--- config.mk ---
export PLATFORM = sky130hd
export DESIGN_NAME = button_conditioner
export DESIGN_NICKNAME = d
export VERILOG_FILES = /design/src/rtl/button_conditioner.sv
export SDC_FILE = /design/constraint.sdc
export NUM_CORES = 1
export LEC_CHECK = 0
export ABC_AREA = 1
export ABC_CLOCK_PERIOD_IN_PS = 1600
export CORE_ASPECT_RATIO = 1.75
export CORE_MARGIN = 5
export CORE_UTILIZATION = 45
export CTS_CLUSTER_SIZE = 10
export DETAILED_ROUTE_END_ITERATION = 12
export PLACE_DENSITY_LB_ADDON = 0.1
export SETUP_SLACK_MARGIN = 0.15
export SYNTH_ARGS = -nofsm -noshare
export SYNTH_HDL_FRONTEND = slang
export SYNTH_SLANG_ARGS = --single-unit
--- constraint.sdc ---
create_clock -name clk100 -period 1.6 [get_ports clk100]
set_clock_uncertainty 0.05 [all_clocks]
set_input_delay 0.24 -clock clk100 [delete_from_list [all_inputs] [get_ports clk100]]
set_output_delay 0.24 -clock clk100 [all_outputs]
set_load 0.03 [all_outputs]
--- src/rtl/button_conditioner.sv ---
// Five-button front end: per-bit polarity fix, two-flop synchroniser, debounce,
// press-edge pulse and optional hold-to-repeat for up/down stepping.
module button_conditioner #(
  parameter int unsigned DEBOUNCE_CYCLES = 1000000,
  parameter int unsigned REPEAT_DELAY    = 25000000,
  parameter int unsigned REPEAT_RATE     = 5000000,
  parameter logic [4:0]  INVERT_MASK     = 5'b00011,
  parameter logic [4:0]  REPEAT_MASK     = 5'b00011
) (
  input  logic       clk100,
  input  logic       rst,
  input  logic [4:0] btn_raw,
  output logic [4:0] btn_level,
  output logic [4:0] btn_press,
  output logic [4:0] btn_repeat
);

  localparam int unsigned NB   = 5;
  localparam int unsigned DW   = $clog2(DEBOUNCE_CYCLES) + 1;
  localparam int unsigned RMAX = (REPEAT_DELAY > REPEAT_RATE) ? REPEAT_DELAY : REPEAT_RATE;
  localparam int unsigned RW   = $clog2(RMAX) + 1;

  typedef enum logic [1:0] {
    ST_IDLE   = 2'd0,
    ST_DELAY  = 2'd1,
    ST_REPEAT = 2'd2
  } rpt_state_e;

  logic [NB-1:0] sync1_q, sync2_q;
  logic [NB-1:0] level_q, level_d;
  logic [NB-1:0] press_q, press_d;
  logic [NB-1:0] repeat_q, repeat_d;
  logic [NB-1:0] tick_c;
  logic [DW-1:0] deb_cnt_q [NB];
  logic [DW-1:0] deb_cnt_d [NB];
  logic [RW-1:0] rpt_cnt_q [NB];
  logic [RW-1:0] rpt_cnt_d [NB];
  rpt_state_e    state_q   [NB];
  rpt_state_e    state_d   [NB];

  // Debounce: level follows the synchronised input only after an unbroken disagreement run.
  always_comb begin
    for (int unsigned i = 0; i < NB; i++) begin
      deb_cnt_d[i] = '0;
      level_d[i]   = level_q[i];
      if (sync2_q[i] != level_q[i]) begin
        if (deb_cnt_q[i] == DW'(DEBOUNCE_CYCLES - 1)) begin
          level_d[i] = sync2_q[i];
        end else begin
          deb_cnt_d[i] = deb_cnt_q[i] + DW'(1);
        end
      end
    end
  end

  assign press_d = level_d & ~level_q;

  // Repeat timer counts cycles since the press (DELAY) or since the last tick (REPEAT).
  always_comb begin
    tick_c = '0;
    for (int unsigned i = 0; i < NB; i++) begin
      state_d[i]   = state_q[i];
      rpt_cnt_d[i] = rpt_cnt_q[i];
      if (!level_d[i]) begin
        state_d[i]   = ST_IDLE;
        rpt_cnt_d[i] = '0;
      end else if (press_d[i]) begin
        state_d[i]   = ST_DELAY;
        rpt_cnt_d[i] = '0;
      end else begin
        case (state_q[i])
          ST_DELAY: begin
            if (rpt_cnt_q[i] == RW'(REPEAT_DELAY - 1)) begin
              state_d[i]   = ST_REPEAT;
              rpt_cnt_d[i] = '0;
              tick_c[i]    = 1'b1;
            end else begin
              rpt_cnt_d[i] = rpt_cnt_q[i] + RW'(1);
            end
          end
          ST_REPEAT: begin
            if (rpt_cnt_q[i] == RW'(REPEAT_RATE - 1)) begin
              rpt_cnt_d[i] = '0;
              tick_c[i]    = 1'b1;
            end else begin
              rpt_cnt_d[i] = rpt_cnt_q[i] + RW'(1);
            end
          end
          default: begin
            state_d[i]   = ST_IDLE;
            rpt_cnt_d[i] = '0;
          end
        endcase
      end
    end
  end

  assign repeat_d = press_d | (tick_c & REPEAT_MASK);

  always_ff @(posedge clk100) begin
    if (rst) begin
      sync1_q  <= '0;
      sync2_q  <= '0;
      level_q  <= '0;
      press_q  <= '0;
      repeat_q <= '0;
      for (int unsigned i = 0; i < NB; i++) begin
        deb_cnt_q[i] <= '0;
        rpt_cnt_q[i] <= '0;
        state_q[i]   <= ST_IDLE;
      end
    end else begin
      sync1_q  <= btn_raw ^ INVERT_MASK;
      sync2_q  <= sync1_q;
      level_q  <= level_d;
      press_q  <= press_d;
      repeat_q <= repeat_d;
      for (int unsigned i = 0; i < NB; i++) begin
        deb_cnt_q[i] <= deb_cnt_d[i];
        rpt_cnt_q[i] <= rpt_cnt_d[i];
        state_q[i]   <= state_d[i];
      end
    end
  end

  assign btn_level  = level_q;
  assign btn_press  = press_q;
  assign btn_repeat = repeat_q;

endmodule

# After elaboration in Yosys (flattened, before gate mapping)
# Memory sizes are Yosys's and may differ from the RTL's.
# Index checks and enable logic that the tools add are counted.
# totals
regBits,25
ram_bits,245
inputBits,7
output_inout_bits,15
elab_cells,160
mem_count,3
# memory_table
name,depth,word_bits,rd,rd_ports_with_merged_regs,write_ports,line,rtl
rpt_cnt_q,5,26,5,0,5,36,logic [RW-1:0] rpt_cnt_q [NB];
deb_cnt_q,5,21,5,0,5,34,logic [DW-1:0] deb_cnt_q [NB];
state_q,5,2,5,0,5,38,rpt_state_e state_q [NB];
# classes
n_addsub,10
eq_ne,30
n_mux,93
bitwise,19
# op_table
cell,n
$mux W26,25
$mux W21,15
$pmux W26 S2,5
$add A26 B1 Y26 const B,5
$eq A26 B23 Y1 const B,5
$eq A26 B25 Y1 const B,5
$add A21 B1 Y21 const B,5
$eq A21 B20 Y1 const B,5
$mux W2,20
$mux W1,21
$pmux W2 S2,5
$or A1 B1 Y1,15
$eq A2 B1 Y1 const B,5
$eq A2 B2 Y1 const B,5
$and A5 B5 Y5,1
$ne A1 B1 Y1,5
$not A5 Y5,1
$or A5 B2 Y5,1
$pmux W1 S2,2
$not A2 Y2,1

# Depth between registers and ports, before layout
# Gate-level depths: netlist of the first run.
# depth
ltp_word,7
ltp_mapped,12

# Worst setup path after synthesis of the first run
# OpenSTA, ideal clock, no wires.
# synth_path
path_kind,register to register
startpoint,mem rpt_cnt_q[0][0] (netlist bit)
endpoint,mem rpt_cnt_q[0][16] (netlist bit)
setup_time_ns,0.112
arrival_time_ns,1.520
path_slack_ns,-0.082
stages_incl_launch_ff,10
path_buffers,1
period_less_slack_ns,1.682
path_cell_list,dfxtp_1 ha_1 nand2_2 nor2_4 nand3_2 nor2_2 nand2_2 a22oi_4 buf_6 nor2_1
# synth_lines
item,line
from (decl),36

==> flow_summary_export.csv, run 1 <==
group,metric,value,unit
synth,synth_seq_area_share,36.5,%
route,highest_layer,"met4",
synth,synth_area,10000,um^2
setup_path,r2r_end,"deb_cnt_q[0][104]",
setup_path,end_kind,"register",
synth,synthCells,1541,
synth,synth_edf_count,0,
die,dieHeight,208,um
route,dr_total_vias,10857,
layout,syn_to_final_growth,54.6,%
synth,ys_ff_latch,183,
place,place_hpwl,20700,um
sta,hold_viol,0,
synth,synth_flop_cell,"dfxtp_1",
synth,synth_top_area_share,36.5,%
run_status,violations,"negative setup slack",
sta,fin_crit,1.71,ns
synth,yosys_warnings,0,
global_route,grt_start_max_net_pins,19,
global_route,track_usage,23.7,%
setup_path,path_class,"register to register",
sta,relSlewSlack,72.7,%
clock_tree,ctsHoldBuffers,0,
clock_tree,cts-root-buf,"clkbuf_16",
run_status,run_status,"finished with violations",
clock_tree,cts_inserted_buffers,17,
global_route,grt_overflow_total,0,
place,place.gp.congestion,0.987,
setup_path,critPathLaunch,"deb_cnt_q[0][84]",
global_route,antenna_found_initial,0,
layout,layout.nets,1864,
power_and_ir_drop,power_per_cell_area,574,nW/um^2
route,firstDrtPassIters,5,
clock_tree,htree_levels,4,
global_route,grt_pass1_wl,48900,um
sta,post-route-period-util,107,%
route,wl_met1,10600,um
synth,syn-num-nets,1559,
clock_tree,cts.sinks,183,
route,drc_errors,0,
die,fp.dieW,123,um
sta,setup_slack,-0.109,ns
synth,avgSynthCellArea,6.51,um^2
route,wl_met3,712,um
synth,yosysMostFrequentCell,"nand2_1",
clock_tree,worstSkewPairLatency,0.45,ns
setup_path,cp-endpoint,"deb_cnt_q[0][104]",
synth,synth_area_leaders,"dfxtp_1 37%, nand2_1 14%, nor2_1 13%",
route,antenna_left,0,
setup_path,critPathMaxFanout,6,
route,met2_length,17600,um
synth,ys_top_cells_by_count,"363 x nand2_1, 335 x nor2_1, 193 x inv_1",
route,wirelength,30800,um
setup_path,crit_path_start_kind,"register",
hold_path,holdCritPathClass,"primary input to register",
place,io_buffers,21,
sta,rsz0062_at_grt,"yes",
synth,yosys.cell_types.count,45,
place,placed_cell_area,12400,um^2
sta,fmax,585,MHz
clock_tree,cts_tree,"done",
die,initial_core_util,45.5,%
sta,tightest_slew,0.408,ns
die,rows,72,
sta,drv_slew,0,
clock_tree,cts.path.max_buffers,2,
layout,utilization,70.3,%
die,io_pins,22,
layout,antenna_cells,0,
power_and_ir_drop,p_leak,6.06,nW
route,drtIter0Drc,482,
synth,synthArstFlopShare,0,%
route,post_drt_wl_per_cell,14.3,um
global_route,grt_pass1_vias,10916,
setup_path,arrival,2.00,ns
power_and_ir_drop,vdd_drop_max,0.748,mV
job,cap_violations,0,
setup_path,cp_data_required_time,1.89,ns
die,dieArea,25500,um^2
setup_path,reg2reg_slack,-0.11,ns
clock_tree,clk_pin_slew_worst_paths,0.06,ns
setup_path,crit-reg2reg-launch,"deb_cnt_q[0][84]",
synth,yosys.area.top_type,"dfxtp_1",
layout,drive_gt1_share,41.3,%
layout,design_area,15500,um^2
sta,final-setup-viol-count,91,
die,core,22100,um^2
setup_path,rr_worst_depth,10,
route,viasPerCell,5.04,
## kinds of logic (layout without fill, tap and decap cells)
kind of cell | count (synthesis) | count (layout) | share of synthesized area (%)
AND/OR/NAND/NOR | 974 | 975 | 42.5
AO/OA/AOI/OAI | 90 | 91 | 5.48
buffers and inverters | 228 | 543 | 9.32
XOR/XNOR | 55 | 55 | 4.80
flip-flops | 183 | 183 | 36.5
adder cells (fa/ha/maj) | 11 | 11 | 1.37
## cell type report
cell class | count | area [um^2]
multi-input cells | 1132 | 7120
fillers | 1815 | 6560
flip-flops and latches | 183 | 3740
repair buffers | 316 | 2950
inverters | 196 | 757
clock buffers | 22 | 465
well taps | 296 | 370
clock inverters | 9 | 100
## how the worst min path moves through the flow
| stage | startpoint | end | slack [ns] | cells after the start |
|---|---|---|---|---|
| 3_5_place_dp | sync1_q[4] | sync2_q[4] | 0.35 | 2 |
| 3_3_place_gp | sync1_q[1] | sync2_q[1] | 0.34 | 2 |
| 2_1_floorplan | btn_raw[1] | sync1_q[1] | 0.26 | 1 |
| 6_report | btn_raw[3] | sync1_q[3] | 0.26 | 3 |
| 5_1_grt | btn_raw[3] | sync1_q[3] | 0.27 | 3 |
| 4_1_cts | btn_raw[3] | sync1_q[3] | 0.23 | 3 |
## per-layer routing
metal,up-vias,track usage [%]
li1,5471,-
met2,206,45.8
met5,-,0
met4,0,15.3
met1,5056,22.0
met3,124,3.74
## sequential cells by signal (all words and copies together), names as in the netlist
| name | cells |
|---|---|
| state_q | 4 |
| sync1_q | 5 |
| btn_level | 5 |
| sync2_q | 5 |
| deb_cnt_q | 105 |
| btn_repeat | 2 |
| btn_press | 5 |
| rpt_cnt_q | 52 |
## critical path: stages (launching register included)
cell and delay (ns):
dfxtp_4 0.36, ha_4 0.15, nand2_4 0.05, nor3_4 0.14, nand2_2 0.11, nand3b_1 0.26, nand2_4 0.21, buf_12 0.16
inv_2 0.03, nand2_1 0.05, nor2_1 0.04
## what timing repair did
item,in CTS,in global routing
setup buffers,51,25
endpoints found under the setup margin,187,176
pin swaps,96,111
gates cloned,7,2
resized for setup,316,257
## stage by stage
step / hold slack [ns] / setup TNS [ns] / setup slack [ns] / cells / power [mW]
2_1_floorplan: 0.257 / -0.00253 / -0.000362 / 1541 / 4.73
3_3_place_gp: 0.340 / -12.90 / -0.211 / 2038 / 4.79
3_5_place_dp: 0.346 / -15.32 / -0.230 / 2038 / 4.79
4_1_cts: 0.233 / -1.00 / -0.0515 / 2127 / 8.98
5_1_grt: 0.269 / -10.93 / -0.198 / 2154 / 9.19
6_report: 0.255 / -3.15 / -0.109 / 2154 / 8.91
## placed cells by master (no fill, tap or decap), types with 7 or more instances in the layout
| cell | instances |
|---|---|
| o21ai_2 | 8 |
| nand2_2 | 46 |
| nand2_4 | 29 |
| dfxtp_1 | 130 |
| a21oi_1 | 12 |
| nor3_1 | 18 |
| xnor2_1 | 16 |
| nand3_2 | 26 |
| clkdlybuf4s15_2 | 7 |
| nand4_1 | 33 |
| buf_12 | 17 |
| buf_6 | 61 |
| nor3_4 | 8 |
| or2_2 | 7 |
| nor3_2 | 16 |
| nor2_1 | 228 |
| ha_4 | 7 |
| inv_2 | 19 |
| clkbuf_16 | 20 |
| dfxtp_2 | 47 |
| a21oi_2 | 26 |
| nand3_4 | 12 |
| nor2_4 | 51 |
| nand3_1 | 95 |
| nand2_1 | 293 |
| nor3b_2 | 8 |
| xor2_1 | 33 |
| buf_4 | 211 |
| inv_1 | 168 |
| o2111ai_1 | 12 |
| nor2_2 | 80 |
| o21ai_0 | 11 |
## power by group
part	total [mW]	leakage, nW	switching, mW	internal (mW)
sequential	4.57	1.50	0.0130	4.56
clock	4.16	0.275	1.79	2.37
combinational	0.177	4.29	0.0867	0.0905
No activity file was read; power rests on OpenSTA's default activity.
==> inputs of run 2 (changes only) <==
--- a/config.mk
+++ b/config.mk
@@ -5,13 +5,15 @@
 export SDC_FILE = /design/constraint.sdc
 export NUM_CORES = 1
 export LEC_CHECK = 0
-export ABC_AREA = 1
+export ABC_AREA = 0
 export ABC_CLOCK_PERIOD_IN_PS = 1600
+export CAP_MARGIN = 20
 export CORE_ASPECT_RATIO = 1.75
 export CORE_MARGIN = 5
 export CORE_UTILIZATION = 45
 export CTS_CLUSTER_SIZE = 10
 export DETAILED_ROUTE_END_ITERATION = 12
+export MAX_ROUTING_LAYER = met4
 export PLACE_DENSITY_LB_ADDON = 0.1
 export SETUP_SLACK_MARGIN = 0.15
 export SYNTH_ARGS = -nofsm -noshare
==> run 2 against run 1 <==
The flow still finishes with violations (negative setup slack). Die area fell by 19%. Combinational power fell by 15%. First-iteration DRC count fell by 58%. Register-to-register slack got worse by 0.48 ns.
==> flow_summary_export.csv, run 2 <==
group,metric,value,unit
run_status,run_status,"finished with violations",
run_status,violations,"negative setup slack",
route,wl_met3,432,um
sta,setup_slack,-0.586,ns
layout,largest_reg_flops,105,
synth,synth_area,8020,um^2
setup_path,cp_slowest_cell,"or4_4",
clock_tree,cts_inserted_buffers,17,
synth,synth_edf_count,0,
setup_path,critPathMaxFanout,7,
power_and_ir_drop,power_per_cell_area,788,nW/um^2
synth,synth_seq_area_share,45.7,%
synth,yosysMostFrequentCell,"dfxtp_1",
synth,avgSynthCellArea,8.77,um^2
synth,synthCells,915,
die,io_pins,22,
clock_tree,worstSkewPairLatency,0.43,ns
power_and_ir_drop,p_clk_share,51.2,%
place,place.gp.congestion,0.824,
power_and_ir_drop,comb_power_share,1.6,%
route,dr_total_vias,7289,
power_and_ir_drop,vdd_drop_max,0.589,mV
global_route,grt_overflow_total,0,
setup_path,cp_data_required_time,1.87,ns
synth,synth_area_leaders,"dfxtp_1 46%, xnor2_1 9.7%, nor2_1 8.3%",
route,drc_errors,0,
sta,post-route-period-util,137,%
synth,syn-num-nets,933,
clock_tree,ctsHoldBuffers,0,
sta,fin_crit,2.19,ns
synth,synth_top_area_share,45.7,%
setup_path,end_kind,"register",
clock_tree,cts-root-buf,"clkbuf_16",
global_route,grt_pass1_vias,7312,
sta,relSlewSlack,68.0,%
power_and_ir_drop,p_sw_share,19.5,%
synth,synthArstFlopShare,0,%
layout,syn_to_final_growth,53.4,%
route,highest_layer,"met4",
route,drtIter0Drc,202,
layout,largest_register,"deb_cnt_q",
layout,fillers,1372,
setup_path,crit_path_cell_trace,"or4_4 -> or4_4 -> o21ai_4 -> a211o_4 -> clkbuf_16 -> nor2_1",
layout,final_cell_mix,"205 x buf_4, 149 x dfxtp_1, 106 x nor2_1",
sta,tightest_slew,0.477,ns
global_route,grt_start_max_net_pins,27,
sta,hold_ws,0.291,ns
synth,ys_top_cells_by_count,"183 x dfxtp_1, 178 x nor2_1, 89 x xnor2_1",
sta,fmax,457,MHz
clock_tree,cts_tree,"done",
route,viasPerCell,5.13,
die,core,17500,um^2
die,rows,64,
power_and_ir_drop,seqPwrFrac,47.2,%
clock_tree,cts.sinks,183,
place,io_buffers,21,
sta,drv_slew,0,
die,fp.dieW,111,um
die,dieHeight,187,um
route,post_drt_wl_per_cell,14.5,um
layout,antenna_cells,0,
setup_path,crit-reg2reg-launch,"rpt_cnt_q[0][6]",
synth,yosys_warnings,0,
setup_path,cpPeakStageDelay,0.59,ns
die,dieArea,20700,um^2
route,antenna_left,0,
synth,yosys.area.top_type,"dfxtp_1",
layout,drive_gt1_share,43.1,%
route,wl_met1,7690,um
job,cap_violations,0,
place,dp_cells,1335,
sta,setup_tns,-41.52,ns
route,met2_length,12000,um
sta,rsz0062_at_grt,"yes",
power_and_ir_drop,internal_power,7.81,mW
hold_path,worstHoldPathCells,2,
global_route,grt_pass1_wl,33800,um
layout,final_cells,1421,
layout,layout_commonest_cell,"buf_4",
setup_path,critPathLaunch,"rpt_cnt_q[0][6]",
clock_tree,htree_levels,4,
place,place_ws,-0.537,ns
route,wirelength,20600,um
clock_tree,clk_pin_slew_worst_paths,0.06,ns
setup_path,rr_worst_depth,6,
setup_path,path_class,"register to register",
synth,synth_flop_cell,"dfxtp_1",
setup_path,cp_common_cell,"or4_4",
synth,yosys.cell_types.count,51,
layout,reg_top3,"deb_cnt_q x105, rpt_cnt_q x52",
global_route,antenna_found_initial,0,
power_and_ir_drop,p_leak,4.36,nW
global_route,track_usage,20.1,%
power_and_ir_drop,p_switching,1.89,mW
die,initial_core_util,45.7,%
layout,layout.nets,1196,
sta,hold_viol,0,
setup_path,crit_path_start_kind,"register",
clock_tree,cts.path.max_buffers,2,
sta,final-setup-viol-count,113,
setup_path,arrival,2.46,ns
route,firstDrtPassIters,5,
place,place_hpwl,12300,um
hold_path,hold_path.startpoint,"btn_raw[1]",
hold_path,holdCritPathClass,"primary input to register",
synth,ys_ff_latch,183,
-- run 2: kinds of logic after synthesis --
kind of cell               synth area share, %
AOI/OAI and AO/OA                         2.03
xor gates and xnor gates                  15.9
muxes                                    0.624
adders and majority gates                 1.72
buffers and inverters                     3.49
and+or+nand+nor                           30.5
DFF                                       45.7
-- run 2: worst paths after layout --
check | end | slack (ns)
max | rpt_cnt_q[0][14] | -0.59
min | sync1_q[1] | 0.29
max reg2reg | rpt_cnt_q[0][14] | -0.59
min reg2reg | sync2_q[1] | 0.39
-- run 2: what timing repair did --
item | CTS | global route
gates resized for setup | 133 | 118
pin swaps | 44 | 51
buffers inserted | 28 | 5
setup endpoints to repair | 186 | 182
endpoints found under the hold margin | 0 | 0
gates cloned | 18 | 4
-- run 2: power groups by stage --
stage | clock network [mW] | registers (mW) | logic [mW]
2_1_floorplan | 0 | 4.68 | 0.0578
3_3_place_gp | 0 | 4.68 | 0.0912
3_5_place_dp | 0 | 4.68 | 0.0914
4_1_cts | 5.07 | 4.58 | 0.134
5_1_grt | 5.25 | 4.58 | 0.162
6_report | 4.96 | 4.58 | 0.151
-- run 2: metrics by stage --
stage	cell area, um^2	power (mW)	utilization (%)
final	12300	9.69	70.2
after global routing	12300	9.99	70.2
after CTS	11800	9.78	67.5
after detailed placement	10200	4.77	58.4
after global placement	10200	4.77	58.4
after floorplan	8470	4.74	-
-- run 2: layout make-up --
cell class	count	area [um^2]	area share [%]
multi-input cells	683	5160	42.0
well taps	231	289	2.35
clock buffers	19	453	3.68
flip-flops and latches	183	3710	30.1
clock inverters	12	245	1.99
inverters	33	124	1.01
repair buffers	260	2320	18.9
-- run 2: worst max-delay path, delay by kind of cell (launching register included) --
kind	cells	cell delay, ns
compound gates	2	0.37
flops	1	0.33
simple gates	3	1.16
buf+inv	1	0.17
-- run 2: routing by layer --
metal | vias up | global-route usage [%]
met1 | 3483 | 19.3
met3 | 44 | 3.60
met5 | - | -
met4 | 0 | 8.01
met2 | 102 | 38.7
li1 | 3660 | -
==> inputs of run 3 (changes only) <==
--- a/config.mk
+++ b/config.mk
@@ -9,7 +9,7 @@
 export ABC_CLOCK_PERIOD_IN_PS = 1600
 export CAP_MARGIN = 20
 export CORE_ASPECT_RATIO = 1.75
-export CORE_MARGIN = 5
+export CORE_MARGIN = 2
 export CORE_UTILIZATION = 45
 export CTS_CLUSTER_SIZE = 10
 export DETAILED_ROUTE_END_ITERATION = 12
==> run 3 against run 2 <==
The run still ends with negative setup slack left. Sequential power is essentially flat. Clock power fell by 12%. Sequential share of layout area increased by 0.41 points. Total power decreased by 6.6%. Die area down 8.4%. Via count up 0.89%. Worst setup slack gained 0.046 ns. Clock-buffer cell count unchanged. Fmax up 2.2%. Global-route usage is 3.0 points higher. Highest routed layer unchanged.
==> flow_summary_export.csv, run 3 (synthesized netlist as in run 2, its figures left out) <==
group,metric,value,unit
route,viasPerCell,5.12,
die,fp.dieW,105,um
layout,largest_register,"deb_cnt_q",
layout,drive_gt1_share,44.1,%
sta,setup_slack,-0.540,ns
hold_path,holdCritPathClass,"primary input to register",
layout,final_cell_mix,"220 x buf_4, 141 x dfxtp_1, 113 x nor2_1",
job,cap_violations,0,
power_and_ir_drop,power_per_cell_area,742,nW/um^2
die,core,17500,um^2
route,wirelength,20700,um
place,place_hpwl,12600,um
setup_path,cpPeakStageDelay,0.59,ns
setup_path,crit_path_start_kind,"register",
clock_tree,ctsHoldBuffers,0,
run_status,violations,"negative setup slack",
sta,post-route-period-util,134,%
hold_path,hold_path_end,"sync1_q[1]",
power_and_ir_drop,vdd_drop_max,0.644,mV
sta,tightest_slew,0.498,ns
setup_path,end_kind,"register",
layout,largest_reg_flops,105,
setup_path,critPathMaxFanout,17,
layout,antenna_cells,0,
sta,hold_viol,0,
run_status,run_status,"finished with violations",
route,antenna_left,0,
power_and_ir_drop,p_leak,4.29,nW
global_route,grt_pass1_vias,7675,
setup_path,cp_slowest_cell,"or4_4",
place,place.gp.congestion,0.793,
clock_tree,cts-root-buf,"clkbuf_16",
sta,rsz0062_at_grt,"yes",
layout,reg_top3,"deb_cnt_q x105, rpt_cnt_q x52",
hold_path,worstHoldPathCells,2,
layout,utilization,69.9,%
layout,layout.nets,1209,
clock_tree,worstSkewPairLatency,0.43,ns
die,initial_core_util,46.0,%
global_route,track_usage,23.1,%
route,post_drt_wl_per_cell,14.4,um
setup_path,crit_path_cell_trace,"or4bb_1 -> or4_4 -> o21ai_4 -> a211o_4 -> buf_12 -> nor2_1",
setup_path,r2r_end,"rpt_cnt_q[0][14]",
setup_path,crit-reg2reg-launch,"rpt_cnt_q[0][10]",
setup_path,arrival,2.42,ns
setup_path,path_buf_inv,1,
clock_tree,cts_inserted_buffers,17,
hold_path,hold_path.startpoint,"btn_raw[1]",
setup_path,cp_data_required_time,1.88,ns
route,drtIter0Drc,213,
clock_tree,cts.sinks,183,
global_route,grt_start_max_net_pins,18,
place,io_buffers,21,
setup_path,critPathTopFamily,"simple AND/OR/NAND/NOR gates",
layout,layout_commonest_cell,"buf_4",
sta,fmax,467,MHz
die,dieArea,19000,um^2
setup_path,path_class,"register to register",
global_route,grt_pass1_wl,34700,um
setup_path,rr_worst_depth,6,
clock_tree,clk_pin_slew_worst_paths,0.07,ns
die,io_pins,22,
die,rows,64,
layout,syn_to_final_growth,52.1,%
die,dieHeight,181,um
clock_tree,cts_tree,"done",
sta,drv_slew,0,
route,firstDrtPassIters,5,
clock_tree,cts.path.max_buffers,2,
sta,final-setup-viol-count,127,
global_route,grt_overflow_total,0,
global_route,antenna_found_initial,0,
sta,relSlewSlack,66.8,%
route,drc_errors,0,
sta,fin_crit,2.14,ns
route,dr_total_vias,7354,
setup_path,reg2reg_slack,-0.54,ns
clock_tree,htree_levels,4,
place,place_ws,-0.518,ns
## run 3: final cells by class
type,count,area (um^2)
well taps,231,289
clock inverters,13,170
clock buffers,19,443
multi-input cells,683,5150
fillers,1396,5250
repair buffers,273,2300
flip-flops and latches,183,3730
inverters,33,124
## run 3: report_power, final
group          internal, mW  switching (mW)  total (mW)
registers              4.56          0.0100        4.57
clock network          2.52            1.83        4.34
logic                0.0623          0.0753       0.138
## run 3: what timing repair did
item	CTS	global route
endpoints found under the setup margin	186	181
pin swaps	55	34
buffers inserted	26	10
cloned	19	1
gates resized for setup	149	120
## run 3: worst max path at each step
stage | startpoint | endpoint | depth (start not counted) | slack [ns]
floorplan | rpt_cnt_q[0][10] | rpt_cnt_q[0][14] | 7 | -0.48
global placement | rpt_cnt_q[0][10] | rpt_cnt_q[0][25] | 6 | -0.50
detailed placement | rpt_cnt_q[0][10] | rpt_cnt_q[0][25] | 6 | -0.52
CTS | rpt_cnt_q[0][10] | rpt_cnt_q[0][14] | 6 | -0.51
global route | rpt_cnt_q[0][10] | rpt_cnt_q[0][14] | 6 | -0.59
finish | rpt_cnt_q[0][10] | rpt_cnt_q[0][14] | 6 | -0.54
## run 3: routing by layer
metal	track usage, %	vias up	wire length (um)
li1	-	3683	-
met1	22.2	3533	7820
met2	44.1	93	11900
met3	4.30	45	437
met4	9.39	0	539
met5	-	-	0
## run 3: through the flow
stage	setup TNS, ns	power [mW]	cell area, um^2	hold slack [ns]	std cells
floorplan	-23.12	4.74	8470	0.257	915
finish	-32.27	9.05	12200	0.274	1435
detailed placement	-44.70	4.78	10300	0.384	1347
global route	-42.45	9.37	12200	0.290	1435
CTS	-29.73	9.14	11800	0.262	1424
global placement	-42.77	4.78	10300	0.369	1347
